File: src/rtl/mvau_stream_sequencer.sv
// rtl/mvau_stream_sequencer.sv - MVAU stream sequencer: input-buffer fill/reuse, weight address, fold flush
// One chunk per step; the first neuron fold writes the buffer, later folds replay it.
module mvau_stream_sequencer #(
    parameter int SF           = 8,
    parameter int NF           = 2,
    parameter int SF_T         = 3,
    parameter int WMEM_ADDR_BW = 4
) (
    input  logic                    clk,
    input  logic                    rst_n,
    input  logic                    in_v,
    output logic                    in_rdy,
    input  logic                    out_rdy,
    output logic                    out_v,
    output logic                    ib_wen,
    output logic                    ib_ren,
    output logic [SF_T-1:0]         ib_addr,
    output logic [WMEM_ADDR_BW-1:0] wmem_addr,
    output logic                    step,
    output logic                    sf_clr
);
    localparam int NF_T = (NF > 1) ? $clog2(NF) : 1;
    localparam logic [SF_T-1:0]         SF_LAST   = SF_T'(SF - 1);
    localparam logic [NF_T-1:0]         NF_LAST   = NF_T'(NF - 1);
    localparam logic [WMEM_ADDR_BW-1:0] WMEM_LAST = WMEM_ADDR_BW'(SF * NF - 1);

    typedef enum logic {FILL = 1'b0, REUSE = 1'b1} state_e;

    state_e                    state_q, state_d;
    logic [SF_T-1:0]           sf_cnt_q, sf_cnt_d;
    logic [NF_T-1:0]           nf_cnt_q, nf_cnt_d;
    logic [WMEM_ADDR_BW-1:0]   wmem_addr_q, wmem_addr_d;
    logic                      out_v_q, out_v_d;
    logic                      stall;
    logic                      fill;

    always_comb begin
        fill   = (state_q == FILL);
        stall  = out_v_q & ~out_rdy;
        // in_rdy must not depend on in_v to keep the upstream handshake loop-free
        in_rdy = fill & ~stall;
        step   = ~stall & (fill ? in_v : 1'b1);
        ib_wen = step & fill;
        ib_ren = step & ~fill;
        sf_clr = step & (sf_cnt_q == SF_LAST);

        state_d     = state_q;
        sf_cnt_d    = sf_cnt_q;
        nf_cnt_d    = nf_cnt_q;
        wmem_addr_d = wmem_addr_q;

        if (step) begin
            sf_cnt_d    = sf_clr ? '0 : sf_cnt_q + 1'b1;
            wmem_addr_d = (wmem_addr_q == WMEM_LAST) ? '0 : wmem_addr_q + 1'b1;
        end
        if (sf_clr) begin
            nf_cnt_d = (nf_cnt_q == NF_LAST) ? '0 : nf_cnt_q + 1'b1;
            if (fill && (NF > 1)) begin
                state_d = REUSE;
            end else if (!fill && (nf_cnt_q == NF_LAST)) begin
                state_d = FILL;
            end
        end

        // A new fold result overrides the clear of the one being handed off
        if (sf_clr) begin
            out_v_d = 1'b1;
        end else if (out_rdy) begin
            out_v_d = 1'b0;
        end else begin
            out_v_d = out_v_q;
        end
    end

    always_ff @(posedge clk or negedge rst_n) begin
        if (!rst_n) begin
            state_q     <= FILL;
            sf_cnt_q    <= '0;
            nf_cnt_q    <= '0;
            wmem_addr_q <= '0;
            out_v_q     <= 1'b0;
        end else begin
            state_q     <= state_d;
            sf_cnt_q    <= sf_cnt_d;
            nf_cnt_q    <= nf_cnt_d;
            wmem_addr_q <= wmem_addr_d;
            out_v_q     <= out_v_d;
        end
    end

    assign ib_addr   = sf_cnt_q;
    assign wmem_addr = wmem_addr_q;
    assign out_v     = out_v_q;

    a_wmem_consistent: assert property (@(posedge clk) disable iff (!rst_n)
        int'(wmem_addr_q) == int'(nf_cnt_q) * SF + int'(sf_cnt_q));

endmodule

File: config.mk
export PLATFORM = sky130hd
export DESIGN_NAME = mvau_stream_sequencer
export DESIGN_NICKNAME = d
export VERILOG_FILES = /design/src/rtl/mvau_stream_sequencer.sv
export SDC_FILE = /design/constraint.sdc
export NUM_CORES = 1
export LEC_CHECK = 0
export CORE_AREA = 2 2 39 41
export DETAILED_ROUTE_END_ITERATION = 10
export DIE_AREA = 0 0 41 43
export GPL_TIMING_DRIVEN = 0
export PLACE_DENSITY = 0.8
export SLEW_MARGIN = 20
export SYNTH_ARGS = -nofsm -noshare
export SYNTH_HDL_FRONTEND = slang
export SYNTH_SLANG_ARGS = --single-unit
File: constraint.sdc
create_clock -name clk -period 2.9 [get_ports clk]
set_input_delay 0.87 -clock clk [delete_from_list [all_inputs] [get_ports clk]]
set_output_delay 0.87 -clock clk [all_outputs]
set_load 0.005 [all_outputs]
# [Word level (Yosys, flattened, before mapping)]
# Index checks and enable logic that the tools add are counted.
[word_totals] reg_bits=10 inputBits=4 output_inout_bits=13 word_cells=29
[op_classes] add_sub_neg=3 eq_ne=2 muxes=8 n_bitwise=9 reduce_logical=2
[op_table] op="1-bit AND" count=6
[op_table] op="1-bit 2-to-1 mux" count=6
[op_table] op="4-bit by 1-bit adder with 4-bit output, second input constant" count=1
[op_table] op="4-bit == test, second input constant" count=1
[op_table] op="4-bit 2-to-1 mux" count=1
[op_table] op="3-bit by 1-bit adder with 3-bit output, second input constant" count=1
[op_table] op="3-bit == test, second input constant" count=1
[op_table] op="3-bit 2-to-1 mux" count=1
[op_table] op="1-bit NOT" count=3
[op_table] op="2-bit nonzero test" count=1
[op_table] op="1-bit adder, second input constant" count=1
[op_table] op="1-bit logical AND" count=1

# [Logic depth before layout (Yosys ltp)]
# Gate-level depths: netlist of the first run.
[logic_depth] depth_word=6 mapped_depth=5 mapped_depth_nobuf=5

# [Least setup slack after synthesis of the first run]
# No wires, ideal clock.
[synth_path] path_kind="input to output" start="input port in_v" end="output port sf_clr" t_arrival_ps=1265 path_slack_ps=765 stages=3 n_path_buf=0 path_cell_list="or2_1 -> nand3_2 -> inv_2"
[synth_via] elab_chain_len=3
[synth_rtl] element="from (decl)" line="11" source="input logic in_v,"
[synth_rtl] element="1-bit 2-to-1 mux" line="42" source="step = ~stall & (fill ? in_v : 1'b1);"
[synth_rtl] element="1-bit AND" line="42"
[synth_rtl] element="1-bit AND" line="45" source="sf_clr = step & (sf_cnt_q == SF_LAST);"
[synth_rtl] element="to (decl)" line="20" source="output logic sf_clr"
# No other way between the ends.

# [Worst setup path after layout of the first run]
[layout_path] start="input port out_rdy" end="output port ib_wen"
[layout_via] elab_chain_len=5
[layout_rtl] element="from (decl)" line="13" source="input logic out_rdy,"
[layout_rtl] element="1-bit NOT" line="39" source="stall = out_v_q & ~out_rdy;"
[layout_rtl] element="1-bit AND" line="39"
[layout_rtl] element="1-bit NOT" line="42"
[layout_rtl] element="1-bit AND" line="42"
[layout_rtl] element="1-bit AND" line="43" source="ib_wen = step & fill;"
[layout_rtl] element="to (decl)" line="15" source="output logic ib_wen,"
# No other way between the ends.

==> flow_metrics.tcl, run 1 <==
set metrics [dict create \
    ys_ff_latch 10 \
    grt_pass1_wl_um 1770 \
    n_fill_cell 115 \
    cp-end-kind "primary output" \
    cts.reportedPaths.clkPinSlew_ns 0.07 \
    totalPowerFinal_w 0.000907 \
    cts_buffers 3 \
    worstSetupPathType "input pin to primary output" \
    p_leak_nw 0.372 \
    drive_gt1_share_pct 30.6 \
    crit_path_max_fanout 4 \
    min_period_ns 2.88 \
    cts_tree "yes" \
    avgSynthCellArea_um2 11.9 \
    regArea_um2 250 \
    core_area_um2 1380 \
    ctsHoldBuffers 0 \
    stdcell_area_um2 800 \
    slew_headroom_pct 69.6 \
    status "completed" \
    tns_ns 0 \
    startpoint_type "input pin" \
    dp_hpwl_um 810 \
    fmax_mhz 348 \
    dieWidth_um 41 \
    mappedNetlistNets 51 \
    cts-root-buf "clkbuf_4" \
    area_growth_pct 52.9 \
    holdCritStartpoint "nf_cnt_q$_DFFE_PN0P_" \
    worst_slew_pin_slew_ns 0.455 \
    crit_chain "clkdlybuf4s15_1 > nor2b_4 > nor2_1 > and2_1 > clkdlybuf4s50_1" \
    hold_viol 0 \
    ys_types 23 \
    post-route-period-util_pct 99.2 \
    path_buf_inv 2 \
    power_density_nw_per_um2 1130 \
    required_ns 2.03 \
    yosys_warnings 0 \
    multi_input_area_um2 269 \
    cap_violations 0 \
    vias 455 \
    slew_viol_final 0 \
    holdPathStages 1 \
    io_buffer_count 16 \
    dpl_cell_area_um2 703 \
    hp-class "register to register" \
    rr_startpoint "state_q$_DFFE_PN0P_" \
    arrival_ns 2.01 \
    ios 17 \
    cts_buffer_depth 2 \
    final_common_cell "clkdlybuf4s50_1" \
    syn_inst 44 \
    report.final.setup_viol 0 \
    r2r_setup_slack_ns 1.25 \
    n_antenna_cell 0 \
    r2r_end "wmem_addr[3]$_DFFE_PN0P_" \
    grt_usage_pct 15.2 \
    first_pass_iters 4 \
    cp.depth 5 \
    clk_latency_ns 0.26 \
    cts_sinks 10 \
    hold_path_end "nf_cnt_q$_DFFE_PN0P_" \
    yosysSeqAreaShare_pct 47.8 \
    wl_per_cell_um 14.1 \
    die_h_um 43 \
    overflow 0 \
    utilization_pct 57.8 \
    synth_area_um2 523 \
    drt_iter0_drc 3 \
    grt_max_degree 11 \
    die_area_um2 1760 \
    layout_common_cells "14 x clkdlybuf4s50_1, 10 x dfrtp_1, 9 x buf_4" \
    antenna_found_initial 0 \
    vdd_drop_max_mv 0.409 \
    num_rows 14 \
    r2r_cells 8 \
    nNetsFinal 81 \
    vias_per_cell 5.17 \
    drtAntennaViolNets 0 \
    cpPeakStageDelay_ns 0.51 \
    clock_skew_ns 0.00872 \
    grt_pass1_vias 419 \
    cp_top_family "buffers and inverters" \
    start_util_pct 37.8 \
    htreeDepth 1 \
    slowest_stage "clkdlybuf4s50_1" \
    wl_um 1240 \
    drc_errors 0 \
    place_congestion 0.772 \
]
timing repair:
item,CTS,global route
gates resized for setup,4,1
pin swaps,1,2
setup buffers,5,4
setup endpoints to repair,5,3
cell usage after synthesis (all sizes together):
cell | instances | area (µm²)
mux2 | 4 | 60.1
dfrtp | 10 | 250
inv | 3 | 11.3
nand2b | 1 | 6.26
a21oi | 1 | 5.00
xnor2 | 2 | 17.5
o41ai | 2 | 17.5
o21ai | 1 | 5.00
nor2b | 1 | 13.8
o31ai | 1 | 7.51
and2 | 2 | 12.5
nand3 | 3 | 20.0
or2 | 1 | 6.26
nand2 | 2 | 7.51
ha | 3 | 37.5
a31oi | 1 | 6.26
nor2 | 4 | 25.0
o21a | 1 | 7.51
nand4 | 1 | 6.26
metal layers:
metal	global-route usage, %	wire length, µm	up-vias
met3	3.14	31	4
met1	17.9	520	225
met5	0	0	-
li1	-	-	214
met4	10.0	24	0
met2	23.4	664	12
stage by stage:
stage / hold slack, ns / std cells / worst slack [ns]
floorplan: 0.446 / 44 / 0.765
global placement: 0.461 / 76 / -0.323
detailed placement: 0.466 / 76 / -0.339
CTS: 0.478 / 84 / 0.00626
global route: 0.521 / 88 / -0.00144
finish: 0.486 / 88 / 0.0245
power by group:
part	switching, W	internal (W)
clock network	0.0000438	0.0000477
logic	0.000175	0.000343
registers	0.0000846	0.000213
total	0.000304	0.000604
how the worst max path moves through the flow:
stage | startpoint | endpoint
6_report | out_rdy | ib_wen
5_1_grt | in_v | sf_clr
4_1_cts | out_rdy | ib_wen
3_5_place_dp | out_rdy | sf_clr
3_3_place_gp | out_rdy | sf_clr
2_1_floorplan | in_v | sf_clr
area by class of cell:
cell class / count / share of cell area (%)
inverter: 3 / 1.41
clock buffer: 3 / 2.82
multi-input combinational: 31 / 33.6
tap: 16 / 2.50
timing repair buffer: 25 / 28.3
sequential: 10 / 31.3
registers in the layout (all words and copies together) (netlist names):
register   cells
ib_addr        3
wmem_addr      4
out_v          1
state_q        1
nf_cnt_q       1
logic make-up after synthesis:
kind of cell	Yosys count	share of synthesized area, %
AO/OA/AOI/OAI	7	9.33
XOR/XNOR	2	3.35
adder cells (fa/ha/maj)	3	7.18
buffers and inverters	3	2.15
flip-flops	10	47.8
multiplexers	4	11.5
AND/OR/NAND/NOR	15	18.7
(Power assumes the default switching activity.)
==> run 2, diff against run 1 <==
PLACE_DENSITY = 0.67   (was 0.8)
==> flow_metrics.tcl, run 2 (synthesis gave the netlist of run 1 again) <==
set metrics [dict create \
    die_area_um2 1760 \
    n_fill_cell 140 \
    grtUsageMet2_pct 16.3 \
    core_area_um2 1380 \
    use_met1_pct 21.1 \
    vias_per_cell 4.83 \
    num_rows 14 \
    slowest_stage "clkdlybuf4s50_1" \
    crit_chain "dlygate4sd2_1 > nand2b_4 > nand3_2 > inv_2 > clkdlybuf4s50_1" \
    tns_ns 0 \
    start_util_pct 37.8 \
    n_antenna_cell 0 \
    nNetsFinal 81 \
    cap_violations 0 \
    drive_gt1_share_pct 30.6 \
    ios 17 \
    grt_pass1_vias 363 \
    slew_viol_final 0 \
    largest_reg_flops 4 \
    ctsHoldBuffers 0 \
    fmax_mhz 353 \
    top_usage_layer "met1" \
    required_ns 2.03 \
    drtAntennaViolNets 0 \
    overflow 0 \
    post-route-period-util_pct 97.6 \
    grt_max_degree 11 \
    cp-end-kind "primary output" \
    rsz0062_at_grt "no" \
    p_seq_share_pct 32.2 \
    power_density_nw_per_um2 1130 \
    layout_common_cells "14 x clkdlybuf4s50_1, 10 x dfrtp_1, 9 x buf_4" \
    p_switching_w 0.000292 \
    dp_slack_ns -0.323 \
    startpoint_type "input pin" \
    first_pass_iters 3 \
    cts_buffers 3 \
    dpl_cell_area_um2 703 \
    swShare_pct 32.5 \
    clock_skew_ns 0.00635 \
    cts_buffer_depth 2 \
    stdcell_area_um2 798 \
    worst_slew_pin_slew_ns 0.480 \
    hold_viol 0 \
    min_period_ns 2.83 \
    die_h_um 43 \
    wl_um 1050 \
    hp-class "register to register" \
    vdd_drop_max_mv 0.511 \
    report.final.setup_viol 0 \
    cp_top_family "buffers and inverters" \
    vias 425 \
    dieWidth_um 41 \
    clkPwrFrac_pct 10.5 \
    finalWorstSetupSlack_ns 0.0697 \
    drt_iter0_drc 3 \
    grtUsageMet3_pct 4.71 \
    grt_pass1_wl_um 1580 \
    area_growth_pct 52.6 \
    htreeDepth 1 \
    cpPeakStageDelay_ns 0.49 \
    cts_tree "yes" \
    cts.reportedPaths.clkPinSlew_ns 0.07 \
    cts_sinks 10 \
    crit_path_max_fanout 5 \
    antenna_found_initial 0 \
    grt_usage_pct 13.8 \
    regArea_um2 250 \
    worstSetupPathType "input pin to primary output" \
    utilization_pct 57.7 \
    wl_per_cell_um 11.9 \
    p_leak_nw 0.374 \
    p_int_w 0.000607 \
    slew_headroom_pct 67.9 \
    place_congestion 0.713 \
    final_common_cell "clkdlybuf4s50_1" \
    status "completed" \
    cts-root-buf "clkbuf_4" \
    dp_hpwl_um 703 \
    io_buffer_count 16 \
    path_buf_inv 3 \
    multi_input_area_um2 269 \
    clk_latency_ns 0.27 \
    combPwrFrac_pct 57.2 \
    arrival_ns 1.96 \
    drc_errors 0 \
]
## run 2: cell count changes in the layout (fill, tap and decap cells not counted)
cell / change
dlygate4sd2_1: +1
clkdlybuf4s15_1: -1
## run 2: power by group through the flow
stage | clock, W | combinational [W] | sequential, W
2_1_floorplan | 0 | 0.000259 | 0.000283
3_3_place_gp | 0 | 0.000458 | 0.000287
3_5_place_dp | 0 | 0.000465 | 0.000289
4_1_cts | 0.0000991 | 0.000501 | 0.000290
5_1_grt | 0.000103 | 0.000569 | 0.000302
6_report | 0.0000947 | 0.000515 | 0.000290
## run 2: path summary, 6_finish.rpt
check,depth (start not counted),to,slack [ns],startpoint
setup / recovery,5,sf_clr,0.07,out_rdy
hold / removal,1,nf_cnt_q$_DFFE_PN0P_,0.47,nf_cnt_q$_DFFE_PN0P_
setup reg to reg,4,ib_addr[2]$_DFFE_PN0P_,1.53,ib_addr[0]$_DFFE_PN0P_
hold reg to reg,1,nf_cnt_q$_DFFE_PN0P_,0.47,nf_cnt_q$_DFFE_PN0P_
max in group asynchronous,1,wmem_addr[1]$_DFFE_PN0P_,1.64,rst_n
min in group asynchronous,1,wmem_addr[2]$_DFFE_PN0P_,0.93,rst_n
## run 2: through the flow
stage	hold slack, ns	power, W	instances
finish	0.472	0.000899	88
CTS	0.475	0.000890	84
global placement	0.460	0.000746	76
global route	0.520	0.000974	88
floorplan	0.446	0.000542	44
detailed placement	0.464	0.000754	76
## run 2: layout make-up
class / count / share of cell area (%)
multi-input combinational: 31 / 33.7
clock buffer: 3 / 2.82
inverter: 3 / 1.41
tap: 16 / 2.51
sequential: 10 / 31.3
timing repair buffer: 25 / 28.2
## run 2: timing repair
item | 4_1_cts | 5_1_grt
hold endpoints to repair | 0 | 0
resized for setup | 4 | 0
cloned | 0 | 0
buffers inserted | 5 | 4
setup endpoints to repair | 5 | 2
pin swaps | 3 | 0
## run 2: per-layer routing
layer / vias to the layer above / routed length, µm / share of wire (%)
met5: - / 0 / 0
met4: 0 / 11 / 1.0
met3: 2 / 52 / 5.0
met2: 11 / 454 / 43
met1: 199 / 531 / 51
li1: 213 / - / -
